**src/rtl/seg_reg_ctrl_param.sv**
```systemverilog
// Purpose: pipeline-segment register for a control bundle with valid bit, per-bit flush masking and deferred flush.
// Latency: 1 cycle data_in/valid_in -> data_out/valid_out; all outputs registered.
// Backpressure: bubble holds the stage; a flush seen during bubble is parked (HOLD_FLUSH=1) until bubble drops.
// Optional perf counters (bubble_cnt, flush_cnt, perf_clr) are built only when SEG_REG_PERF_EN is defined.
module seg_reg_ctrl_param #(
   parameter int               WIDTH      = 16,
   parameter logic [WIDTH-1:0] FLUSH_MASK = {WIDTH{1'b1}},
   parameter logic [WIDTH-1:0] FLUSH_VAL  = {WIDTH{1'b0}},
   parameter bit               HOLD_FLUSH = 1'b1
`ifdef SEG_REG_PERF_EN
   ,parameter int              CNT_W      = 16
`endif
) (
   input  logic             clk,
   input  logic             rst,
   input  logic             bubble,
   input  logic             flush,
   input  logic             valid_in,
   input  logic [WIDTH-1:0] data_in,
   output logic             valid_out,
   output logic [WIDTH-1:0] data_out,
   output logic             flush_pending
`ifdef SEG_REG_PERF_EN
   ,input  logic             perf_clr
   ,output logic [CNT_W-1:0] bubble_cnt
   ,output logic [CNT_W-1:0] flush_cnt
`endif
);

   logic [WIDTH-1:0] data_q, data_d;
   logic             valid_q, valid_d;
   logic             pend_q, pend_d;
   logic             apply_flush;

   // Next state: bubble holds (and may park a flush), then flush, then normal load.
   always_comb begin
      data_d      = data_q;
      valid_d     = valid_q;
      pend_d      = pend_q;
      apply_flush = 1'b0;
      if (bubble) begin
         // With HOLD_FLUSH=0 pend_q never leaves its reset value of 0.
         if (HOLD_FLUSH && flush) begin
            pend_d = 1'b1;
         end
      end else if (flush || pend_q) begin
         apply_flush = 1'b1;
         valid_d     = 1'b0;
         data_d      = (FLUSH_VAL & FLUSH_MASK) | (data_in & ~FLUSH_MASK);
         pend_d      = 1'b0;
      end else begin
         data_d  = data_in;
         valid_d = valid_in;
      end
   end

   // Stage registers with asynchronous clear.
   always_ff @(posedge clk or posedge rst) begin
      if (rst) begin
         data_q  <= '0;
         valid_q <= 1'b0;
         pend_q  <= 1'b0;
      end else begin
         data_q  <= data_d;
         valid_q <= valid_d;
         pend_q  <= pend_d;
      end
   end

   assign data_out      = data_q;
   assign valid_out     = valid_q;
   assign flush_pending = pend_q;

`ifdef SEG_REG_PERF_EN
   logic [CNT_W-1:0] bub_cnt_q, bub_cnt_d;
   logic [CNT_W-1:0] fl_cnt_q, fl_cnt_d;

   // Saturating counters; clear wins over increment.
   always_comb begin
      bub_cnt_d = bub_cnt_q;
      fl_cnt_d  = fl_cnt_q;
      if (perf_clr) begin
         bub_cnt_d = '0;
         fl_cnt_d  = '0;
      end else begin
         if (bubble && (bub_cnt_q != {CNT_W{1'b1}})) begin
            bub_cnt_d = bub_cnt_q + CNT_W'(1);
         end
         if (apply_flush && (fl_cnt_q != {CNT_W{1'b1}})) begin
            fl_cnt_d = fl_cnt_q + CNT_W'(1);
         end
      end
   end

   // Counter registers with asynchronous clear.
   always_ff @(posedge clk or posedge rst) begin
      if (rst) begin
         bub_cnt_q <= '0;
         fl_cnt_q  <= '0;
      end else begin
         bub_cnt_q <= bub_cnt_d;
         fl_cnt_q  <= fl_cnt_d;
      end
   end

   assign bubble_cnt = bub_cnt_q;
   assign flush_cnt  = fl_cnt_q;
`endif

endmodule

```
**config.mk**
```make
export PLATFORM = sky130hd
export DESIGN_NAME = seg_reg_ctrl_param
export DESIGN_NICKNAME = d
export VERILOG_FILES = /design/src/rtl/seg_reg_ctrl_param.sv
export SDC_FILE = /design/constraint.sdc
export NUM_CORES = 1
export LEC_CHECK = 0
export BUFFER_PORTS_ARGS = -buffer_cell sky130_fd_sc_hd__buf_2
export CORE_MARGIN = 10
export CORE_UTILIZATION = 35
export DETAILED_ROUTE_END_ITERATION = 7
export GPL_ROUTABILITY_DRIVEN = 0
export GPL_TIMING_DRIVEN = 1
export PLACE_DENSITY = 0.67
export SETUP_SLACK_MARGIN = 0.05
export SYNTH_ARGS = -nofsm -noshare
export SYNTH_HDL_FRONTEND = slang
export SYNTH_SLANG_ARGS = --single-unit
```
**constraint.sdc**
```tcl
create_clock -name clk -period 1.12 [get_ports clk]
set_input_delay 0 -clock clk [delete_from_list [all_inputs] [get_ports clk]]
set_output_delay 0 -clock clk [all_outputs]
set_load 0.02 [all_outputs]
```
# [Yosys cells after proc, flatten, opt, wreduce, memory -nomap -nowiden]
# Cells that the tools add are included.
[totals] output_inout_bits=18 regBits=18 latch_bits=0 romBits=0 ram_bits=0 wordCells=12 n_memories=0
[classes] n_lt_le_gt_ge=0 mul=0 add_sub_neg=0 n_reduce_logical=3 shifts=0 n_eq_ne=1 bitwise=0 div=0 n_mux=5
[op_table] operator="16-bit 2-to-1 mux" count=1
[op_table] operator="1-bit 2-to-1 mux" count=4
[op_table] operator="2-bit by 1-bit inequality test with 1-bit output (second input constant)" count=1
[op_table] operator="2-bit AND reduction" count=1
[op_table] operator="2-bit nonzero test" count=1
[op_table] operator="1-bit logical OR" count=1

# [Depth between registers and ports, before layout]
[logic_depth] depth_word=3 ltp_mapped=3 depth_no_buf=2

# [Worst setup path before layout]
# OpenSTA, ideal clock, no wires.
[synth_timing] path_kind="register -> register" startpoint="reg pend_q (netlist: flush_pending)" endpoint="reg data_q[0] (netlist: data_out[0])" synth_period_minus_slack_ns=1.096 path_slack_ns=0.024 arrival_ns=1.030 stages_incl_launch_ff=4 cell_sequence="dfrtp_1 -> nor2_2 -> buf_4 -> a22o_1"
[synth_via] elab_chain_cells=2
[synth_lines] item="start, declared" line_no="32" source="logic pend_q, pend_d;"
[synth_lines] item="start signal, assigned" line_no="66" source="pend_q <= pend_d;"
[synth_lines] item="1-bit logical OR" line_no="46" source="end else if (flush || pend_q) begin"
[synth_lines] item="16-bit 2-to-1 mux" line_no="46"
[synth_lines] item="end signal, assigned" line_no="64" source="data_q <= data_d;"
[synth_lines] item="end, declared" line_no="30" source="logic [WIDTH-1:0] data_q, data_d;"
# Every way passes these cells.
# A chain may end at the register's enable or synchronous reset.

# [Final worst setup path]
[layout_timing] startpoint="reg pend_q (netlist: flush_pending)" endpoint="out flush_pending"
[layout_rtl] item="end, declared" line_no="22" source="output logic flush_pending"
# No word-level cell between the ends.

==> metrics.md <==
| Metric | Value |
|---|---|
| Status | `finished, final reports clean` |
| YS warnings | `0` |
| Worst path top cell family by delay | `flip-flops` |
| Port Buffers | `38` |
| Fin crit share | `0.785` |
| Combinational Power Share | `0.200` |
| Sequential cell area fraction in the yosys report | `0.593` |
| Peak Freq | `1140 MHz` |
| MaxCap Viol Count | `0` |
| CP peak stage delay | `400 ps` |
| Die area | `approximately 0.0044 sq mm` |
| First-pass GRT wire length | `~3 mm` |
| Storage cell area | `450 sq um` |
| Leak | `0.575 nW` |
| # H-tree levels | `1` |
| Routed wire per std cell | `14.0 um` |
| Clock slew at reported path FFs | `~100 ps` |
| Setup violations, final | `0` |
| Placed cell areas | `982 sq um` |
| Drt first pass iters | `4` |
| Global route overflow | `0` |
| Crit. Startpoint | `flush_pending` |
| Mapped Nets | `80` |
| Post-synthesis register bit count | `18` |
| CTS max path bufs | `2` |
| Startpoint types | `flop` |
| Pint | `about 1.0 mW` |
| Worst-margin pin slew | `between 200 and 300 ps` |
| Critical path peak fanout | `2` |
| Slowest library cell on the worst path | `dfrtp_1` |
| Worst hold path startpoint | `data_in[15]` |
| VDD IR max | `about 0.0012 V` |
| Hold Vio Cnt, Final | `0` |
| Core area | `roughly 0.0020 sq mm` |
| All-layer global routing usage | `0.0854` |
| RSZ-0062 raised after global routing | `no` |
| Via count | `586` |
| Crit path cell chain | `buf_2` |
| Die X | `around 67 um` |
| Max Slew Vio Count | `0` |
| Clk pwr share | `0.280` |
| Clk_skew | `around 1.8 ps` |
| Post-Syn Instances | `59` |
| Vias per cell | `4.58` |
| Setup WS post-layout | `241 ps` |
| CP required | `1120 ps` |
| Flop pwr share | `0.521` |
| Hpwl dp | `1.41 mm` |
| Clock net sink count | `18` |
| P&R area growth vs syn | `38.1%` |
| Die Y | `66.6 um` |
| Setup Crit Path Kind | `flop to primary output` |
| Layout cells sized above 1 | `0.455` |
| Worst reg2reg startpoint | `flush_pending` |
| WP depth | `1` |
| Fin Setup TNS | `0 ps` |
| Fillcell total | `between 150 and 200` |
| CTS tree | `done` |
| Rel. slew slack | `0.824` |
| WHS Path Cells | `3` |
| Vias in the first global route | `630` |
| Distinct cell type count after synthesis | `8` |
| Post-DRT Antenna Nets | `0` |
| Detailed Route WL | `1.79 mm` |
| Worst-Skew Late Latency | `290 ps` |
| Site Rows | `16` |
| Power, Total | `1.39 mW` |
| Switching share of power | `0.262` |
| Cell area after layout | `about 0.0010 sq mm` |
| Initial antenna violation count | `0` |
| TritonCTS Buffers | `3` |
| Mapped Area | `759 sq um` |
| Footprint of the multi-input gates | `277 sq um` |
| CTS resizes | `0` |
| Detailed-route DRC error count | `0` |
| Clock Tree Root | `clkbuf_4` |
| Pin count of the biggest net entering global routing | `22` |
| Crit path buf inv count | `1` |
| Crit. End Element | `primary output` |
| Worst Reg-to-Reg Cells | `3` |
| Worst Path Arrival | `880 ps` |
| Pwr dens | `1320 mW/mm^2` |
| Diodes inserted | `0` |
| Nets | `123` |
| Post-Place Worst Slack | `80.2 ps` |
| Synthesized area per cell | `12.9 sq um` |
| Reg2Reg Setup Slack | `between 200 and 250 ps` |
| Switch Pwr | `approximately 0.36 mW` |
| Post-layout min period | `879 ps` |
| Ports | `39` |
| Worst Hold Class | `input pin to flop` |
| Initial DRC count | `11` |
| Initial core utilization | `0.376` |
[path summary, 6_finish.rpt]
path,endpoint
setup / recovery,flush_pending
hold / removal,data_out[15]
setup reg to reg,data_out[8]
hold reg to reg,data_out[4]
max in group asynchronous,data_out[1]
min in group asynchronous,data_out[9]
[placed cells by master (no fill, tap or decap)]
master and instances:
a22o_1 17, clkbuf_4 3, dlygate4sd3_1 1, dfrtp_1 18
and2b_1 3, buf_12 2, buf_2 38, inv_1 1
nor2b_1 15, buf_4 1, clkbuf_8 1, nor2_4 1
[cells in the mapped netlist, drive strengths merged]
master,number,area (sq um)
a22o,17,149
and2b,3,22.5
buf,4,33.8
dfrtp,18,450
inv,1,3.75
nor2,1,6.26
nor2b,15,93.8
[state kept, by name, indices dropped and copies added, names as in the netlist]
register,cells
data_out,16
flush_pending,1
valid_out,1
[cell type report]
| class | count | share of cell area |
|---|---|---|
| inverters | 1 | 0.00358 |
| clock buffers | 4 | 0.0346 |
| flip-flops and latches | 18 | 0.430 |
| well taps | 27 | 0.0322 |
| multi-input cells | 36 | 0.264 |
| repair buffers | 42 | 0.236 |
[routing by layer]
layer	share of wire	routed length [um]	vias to the layer above	track usage
li1	-	-	293	-
met4	0.015	27	0	0.0393
met2	0.54	963	15	0.139
met1	0.39	694	276	0.0927
met5	0	0	-	0
met3	0.060	108	2	0.0385
[repair_timing]
action                                  4_1_cts  5_1_grt
hold buffers                                  1        0
buffers inserted                              0        1
endpoints found under the hold margin        18        0
endpoints found under the setup margin        0       18
[kinds of logic (layout without fill, tap and decap cells)]
family                 Yosys count  after routing  share of synthesized area
buffers and inverters            5             47                     0.0494
DFF                             18             18                      0.593
and+or+nand+nor                 19             19                      0.161
AOI/OAI and AO/OA               17             17                      0.196
[power groups by stage]
stage | clock (mW) | combinational, mW | sequential (mW)
2_1_floorplan | 0 | 0.107 | 0.790
3_3_place_gp | 0 | 0.265 | 0.733
3_5_place_dp | 0 | 0.269 | 0.735
4_1_cts | 0.395 | 0.272 | 0.722
5_1_grt | 0.436 | 0.304 | 0.728
6_report | 0.387 | 0.277 | 0.721
[tightest hold or removal path, stage by stage]
cell and delay (ps):
buf_2 70, and2b_1 110, a22o_1 110
[stage by stage]
stage / utilization / hold WS [ps] / instances
global placement: 0.486 / 19.4 / 122
detailed placement: 0.486 / 29.2 / 122
finish: 0.519 / 29.9 / 128
global route: 0.519 / 21.0 / 128
CTS: 0.509 / 28.0 / 127
floorplan: - / -61.4 / 59
Power figures use the tool's default switching activity.
